**src/rtl/lfsr_gen.sv**
```systemverilog
// LFSR generator: Fibonacci or Galois stepping, load, all-zero lockup
// recovery, and measurement of the sequence length back to a reference.
module lfsr_gen #(
    parameter int unsigned              WIDTH = 16,
    parameter logic [WIDTH-1:0]         FTAPS = WIDTH'(16'hB400),
    parameter logic [WIDTH-1:0]         GMASK = WIDTH'(16'h002D),
    parameter logic [WIDTH-1:0]         SEED  = WIDTH'(1)
) (
    input  logic             clock,
    input  logic             reset,
    input  logic             en,
    input  logic             mode,
    input  logic             load,
    input  logic [WIDTH-1:0] data,
    output logic [WIDTH-1:0] state,
    output logic             bit_out,
    output logic             lockup,
    output logic             wrap,
    output logic [WIDTH-1:0] period,
    output logic             period_valid
);

    logic [WIDTH-1:0] ref_value;
    logic [WIDTH-1:0] count;
    logic [WIDTH-1:0] count_inc;
    logic [WIDTH-1:0] next_state;
    logic             fib_fb;

    assign bit_out = state[WIDTH-1];

    // Next state for one step in the selected mode, plus saturating count+1
    always_comb begin
        fib_fb    = ^(state & FTAPS);
        next_state = '0;
        if (mode) begin
            next_state = {state[WIDTH-2:0], 1'b0} ^ (state[WIDTH-1] ? GMASK : '0);
        end else begin
            next_state = {state[WIDTH-2:0], fib_fb};
        end
        count_inc = (count == '1) ? count : count + WIDTH'(1);
    end

    // State, reference, counter and measurement registers with priority
    // reset > load > lockup recovery > step > hold
    always_ff @(posedge clock) begin
        if (reset) begin
            state        <= SEED;
            ref_value    <= SEED;
            count        <= '0;
            period       <= '0;
            period_valid <= 1'b0;
            wrap         <= 1'b0;
            lockup       <= 1'b0;
        end else begin
            wrap   <= 1'b0;
            lockup <= 1'b0;
            if (load) begin
                state        <= data;
                ref_value    <= data;
                count        <= '0;
                period_valid <= 1'b0;
            end else if (en) begin
                if (state == '0) begin
                    state     <= SEED;
                    ref_value <= SEED;
                    count     <= '0;
                    lockup    <= 1'b1;
                end else begin
                    state <= next_state;
                    if (next_state == ref_value) begin
                        wrap         <= 1'b1;
                        period       <= count_inc;
                        period_valid <= 1'b1;
                        count        <= '0;
                    end else begin
                        count <= count_inc;
                    end
                end
            end
        end
    end

endmodule

```
**config.mk**
```make
export PLATFORM = sky130hd
export DESIGN_NAME = lfsr_gen
export DESIGN_NICKNAME = d
export VERILOG_FILES = /design/src/rtl/lfsr_gen.sv
export SDC_FILE = /design/constraint.sdc
export NUM_CORES = 1
export LEC_CHECK = 0
export BUFFER_PORTS_ARGS = -buffer_cell sky130_fd_sc_hd__buf_2
export CAP_MARGIN = 20
export CORE_MARGIN = 2
export CORE_UTILIZATION = 50
export DETAILED_ROUTE_END_ITERATION = 8
export PLACE_DENSITY = 0.83
export SLEW_MARGIN = 15
export SYNTH_ARGS = -nofsm -noshare
export SYNTH_HDL_FRONTEND = slang
export SYNTH_SLANG_ARGS = --single-unit
export TNS_END_PERCENT = 1
```
**constraint.sdc**
```tcl
create_clock -name clock -period 2.47 [get_ports clock]
set_input_delay 0.247 -clock clock [delete_from_list [all_inputs] [get_ports clock]]
set_output_delay 0.247 -clock clock [all_outputs]
set_load 0.01 [all_outputs]
```
==> Word level (Yosys, flattened, before mapping) <==
Index checks and enable logic that the tools add are counted.
{ "op_classes": {"bitwise_logic": 4, "n_reduce_logical": 10, "eq_ne": 2, "n_addsub": 1, "mux": 13} }
{ "op_table": {"columns": ["op", "n"], "rows": [
  ["16-bit 2-to-1 mux", 10],
  ["16-bit by 1-bit adder with 16-bit output, second input constant", 1],
  ["16-bit equality test", 1],
  ["16-bit equality test, second input constant", 1],
  ["16-bit logical NOT", 1],
  ["16-bit parity", 1],
  ["16-bit by 6-bit XOR with 16-bit output", 1],
  ["6-bit 2-to-1 mux", 1],
  ["4-bit AND reduction", 1],
  ["2-bit nonzero test", 2],
  ["4-bit OR reduction", 1],
  ["1-bit inverter", 3],
  ["3-bit AND reduction", 1],
  ["3-bit OR reduction", 1],
  ["1-bit 2-to-1 mux", 2],
  ["2-bit AND reduction", 1],
  ["2-bit OR reduction", 1]
]} }
{ "totals": {"ff_bits": 67, "word_cells": 37, "input_bits": 21} }

==> Longest topological paths before layout <==
{ "logic_depth": {"ltp_word": 6, "ltp_mapped": 9, "mapped_depth_nobuf": 8} }

==> Least setup slack after synthesis <==
No wires, ideal clock.
{ "synth_path": {"kind": "register -> register", "start": "register state[12]", "end": "register count[10]", "required_ns": 2.348, "synth_period_minus_slack_ns": 2.386, "stages_incl_launch_ff": 9, "n_path_buf": 1, "setup_slack_ns": 0.084, "arrival_ns": 2.264, "cell_sequence": "dfxtp_1 inv_1 ha_1 xnor2_1 mux2_2 o211ai_2 a2111oi_2 buf_4 a221o_1"} }
{ "synth_between": {"elab_chain_len": 5} }
{ "synth_lines": {"columns": ["item", "line_no", "source"], "rows": [
  ["start, declared", "15", "output logic [WIDTH-1:0] state,"],
  ["start signal, assigned", "58", "state <= data;"],
  ["start signal, assigned", "69", "state <= next_state;"],
  ["16-bit parity / 16-bit by 6-bit XOR with 16-bit output (equally long branches)", "33, 36", null],
  ["16-bit 2-to-1 mux", "35", "if (mode) begin"],
  ["16-bit equality test", "70", "if (next_state == ref_value) begin"],
  ["16-bit 2-to-1 mux", "70", null],
  ["16-bit 2-to-1 mux *", "63", "if (state == '0) begin"],
  ["end signal, assigned", "76", "count <= count_inc;"],
  ["end, declared", "24", "logic [WIDTH-1:0] count;"]
]} }
Mark *: on every way between the ends. The rest lies on a longest branch, timed or not.
A chain may end at the register's enable or synchronous reset.

==> Worst setup path after layout <==
{ "layout_path": {"start": "register state[4]", "end": "register count[10]"} }
{ "layout_between": {"elab_chain_len": 5} }
{ "layout_lines": {"columns": ["item", "line_no", "source"], "rows": [
  ["16-bit by 6-bit XOR with 16-bit output", "36", "next_state = {state[WIDTH-2:0], 1'b0} ^ (state[WIDTH-1] ? GMASK : '0);"],
  ["16-bit 2-to-1 mux", "35", null],
  ["16-bit equality test", "70", null],
  ["16-bit 2-to-1 mux", "70", null],
  ["16-bit 2-to-1 mux *", "63", null]
]} }
Marks and branches as above.

==> flow_summary.ini <==
[sta]
max_slew.worst_pin.slew_ps = 655
worst_slack_ps = 114
max_freq_mhz = 424
rsz0062_at_grt = no
timing.final.hold_violations = 0
clock-skew-final_ps = 7.29
report.final.slew_viol_count = 0
setup-tns-final_ps = 0
setup_viol_count_final = 0
final.hold.worst_slack_ps = 163
layout_worst_path_cycle_share_pct = 95.4
period_minus_slack_ps = 2360
slew_headroom_pct = 56.3

[synth]
syn-instance-count = 352
unique_cell_type_count_in_the_yosys_netlist = 52
syn_nets = 375
synth_seq_cells = 67
async_flop_share_pct = 0
mappedNetlistArea_um2 = 3190
synth_edf_count = 0
synth-seq-area-share_pct = 42.1
synth.avg_cell_area_um2 = 9.05
yosys_most_used_dff = dfxtp_1
ys.warnings.count = 0

[clocking]
clock_tree_from_tritoncts = yes
clock_tree.htree_level_count = 3
cts-buffers-inserted = 9
cts_clock_pin_slew_for_the_worst_setup_and_hold_paths_ps = 70
ctsHoldBuffers = 0
clock_root_buffer = clkbuf_8
clk_latency_ps = 340
numClockSinks = 67
clk_path_buf_depth = 2

[route]
dr.pass1.iters = 9
wl_um = 8040
vias = 2994
routedWlPerCell_um = 16.2
drtAntennaViolNets = 0
route.detailed.vias_per_inst = 6.02
first_iter_violations = 244
post-route-drc-count = 0

[cells_and_area]
layout_commonest_cell = dfxtp_1
final_cells = 497
fin_nets = 438
post-route-util_pct = 61.7
antenna_cells_inserted = 0
post_route_cells_drive_above_1_share_pct = 24.5
final_cell_area_um2 = 3850
most-common-layout-cells = dfxtp_1, nor2_1, buf_2, xnor2_1, buf_4
syn2layout_area_growth_pct = 20.8

[critical_path]
worstReg2RegStart = state[4]
arrival_time_of_data_at_the_critical_path_endpoint_ps = 2590
category_of_the_worst_setup_path_capture_point = flop
critical_path.max_fanout = 15
worstSetupPathType = reg2reg
crit_required_ps = 2700
startpoint = state[4]
worst_setup_path_start_kind = flop

[hold_path]
hold_class = in2reg
min-delay-start = data[6]

[pwr]
switching_share_pct = 23.7
combPwrFrac_pct = 10.6
finalPower_mw = 2.53
power.net_switching_uw = 599
p_per_area_nw_per_um2 = 656
p_leak_nw = 1.65
power.clock.fraction_pct = 44.0
power_internal_mw = 1.93
ir_drop_mv = 0.490
seqPwrFrac_pct = 45.4

[floorplan]
placementRows = 29
total_i_o_pin_count = 57
die_w_um = 83.8
core_um2 = 6240
floorplan.die.height_um = 83.8
initial_cell_density_of_the_core_pct = 51.1
die_area_um2 = 7030

[global_routing]
overflow = 0
grt_pass1_vias = 2838
grt_first_pass_wirelength_um = 13300
grt_util_all_layers_pct = 23.1
antenna_found_initial = 0
pin_count_of_the_biggest_net_entering_global_routing = 42

[placed_design]
dp_cells = 481
port_bufs = 56
routabilityCongestion = 0.849
placement.cell_area_um2 = 3600
preCtsSetupSlack_ps = 108
detailed_place_hpwl_um = 5590

[run]
drv.max_cap_violation_count = 0

[run_status]
outcome = finished clean
[Yosys cell counts (2+ instances only)]
master	instances	share of area, %
ha_1	2	0.79
a22oi_1	15	3.5
xnor2_1	26	7.1
clkbuf_1	17	2.0
and4_1	2	0.55
nor4_1	4	0.79
nor3_1	7	1.1
inv_1	7	0.82
a221o_1	3	0.94
a21oi_1	6	0.94
mux2_2	2	0.71
nor2_1	63	7.4
or2_2	2	0.39
buf_4	3	0.71
a222oi_1	15	4.7
a22o_1	4	1.1
a211o_1	2	0.55
o21ai_0	7	1.1
o211ai_1	2	0.47
a41oi_1	2	0.55
xor2_1	6	1.6
nand3_1	9	1.4
dfxtp_1	67	42
a21o_1	3	0.71
nand2b_1	3	0.59
mux2i_1	14	4.4
a31oi_1	3	0.59
nand2_1	17	2.0
and3_1	7	1.4
nand4_1	10	2.0
[cell families (layout without fill, tap and decap cells)]
group                    count (synthesis)  in the layout  synth area share [%]
flip-flops                              67             67                  42.1
AND/OR/NAND/NOR                        135            135                  20.7
buffers and inverters                   29             97                  4.00
XOR/XNOR                                32             32                  8.79
multiplexers                            16             16                  5.10
adder cells (fa/ha/maj)                  2              2                 0.785
AO/OA/AOI/OAI                           71             71                  18.5
[worst max-delay path: stages (launching register included)]
cell,delay (ps)
dfxtp_1,330
xor2_1,170
or3b_4,410
a2111oi_4,540
a2111oi_2,150
buf_4,220
and3_1,180
a221o_1,250
[routing by layer]
layer,up-vias,GRT usage (%),part of all wire [%]
li1,1419,-,-
met1,1426,28.7,42
met2,132,39.1,50
met3,17,5.34,6.7
met4,0,8.36,1.8
met5,-,0,0
[area by class of cell]
class / count / area [µm²]
inverters: 7 / 26.3
flip-flops and latches: 67 / 1340
fillers: 551 / 2390
clock inverters: 5 / 100
repair buffers: 74 / 415
clock buffers: 11 / 141
well taps: 77 / 96.3
multi-input cells: 256 / 1730
[flip-flops by register name, summed over array words and instances (netlist names)]
name / flops
period_valid: 1
count: 16
ref_value: 16
state: 16
lockup: 1
period: 16
wrap: 1
[power groups by stage]
stage                     logic, mW  clock network (mW)  registers, mW
final                         0.267                1.11           1.15
after global routing          0.289                1.17           1.15
after CTS                     0.264                1.12           1.15
after detailed placement      0.262                   0           1.17
after global placement        0.255                   0           1.17
after floorplan               0.166                   0           1.17
[path summary, 6_finish.rpt]
path                  end  slack [ps]  depth (start not counted)
min              state[6]         160                          3
min reg2reg  period_valid         440                          1
max             count[10]         110                          7
max reg2reg     count[10]         110                          7
[repair_timing]
| action | in CTS | in global routing |
|---|---|---|
| gates resized for setup | 0 | 2 |
| setup buffers | 0 | 0 |
| endpoints found under the setup margin | 0 | 19 |
| hold endpoints to repair | 0 | 0 |
Note: power is estimated with default switching activity, not from simulation.
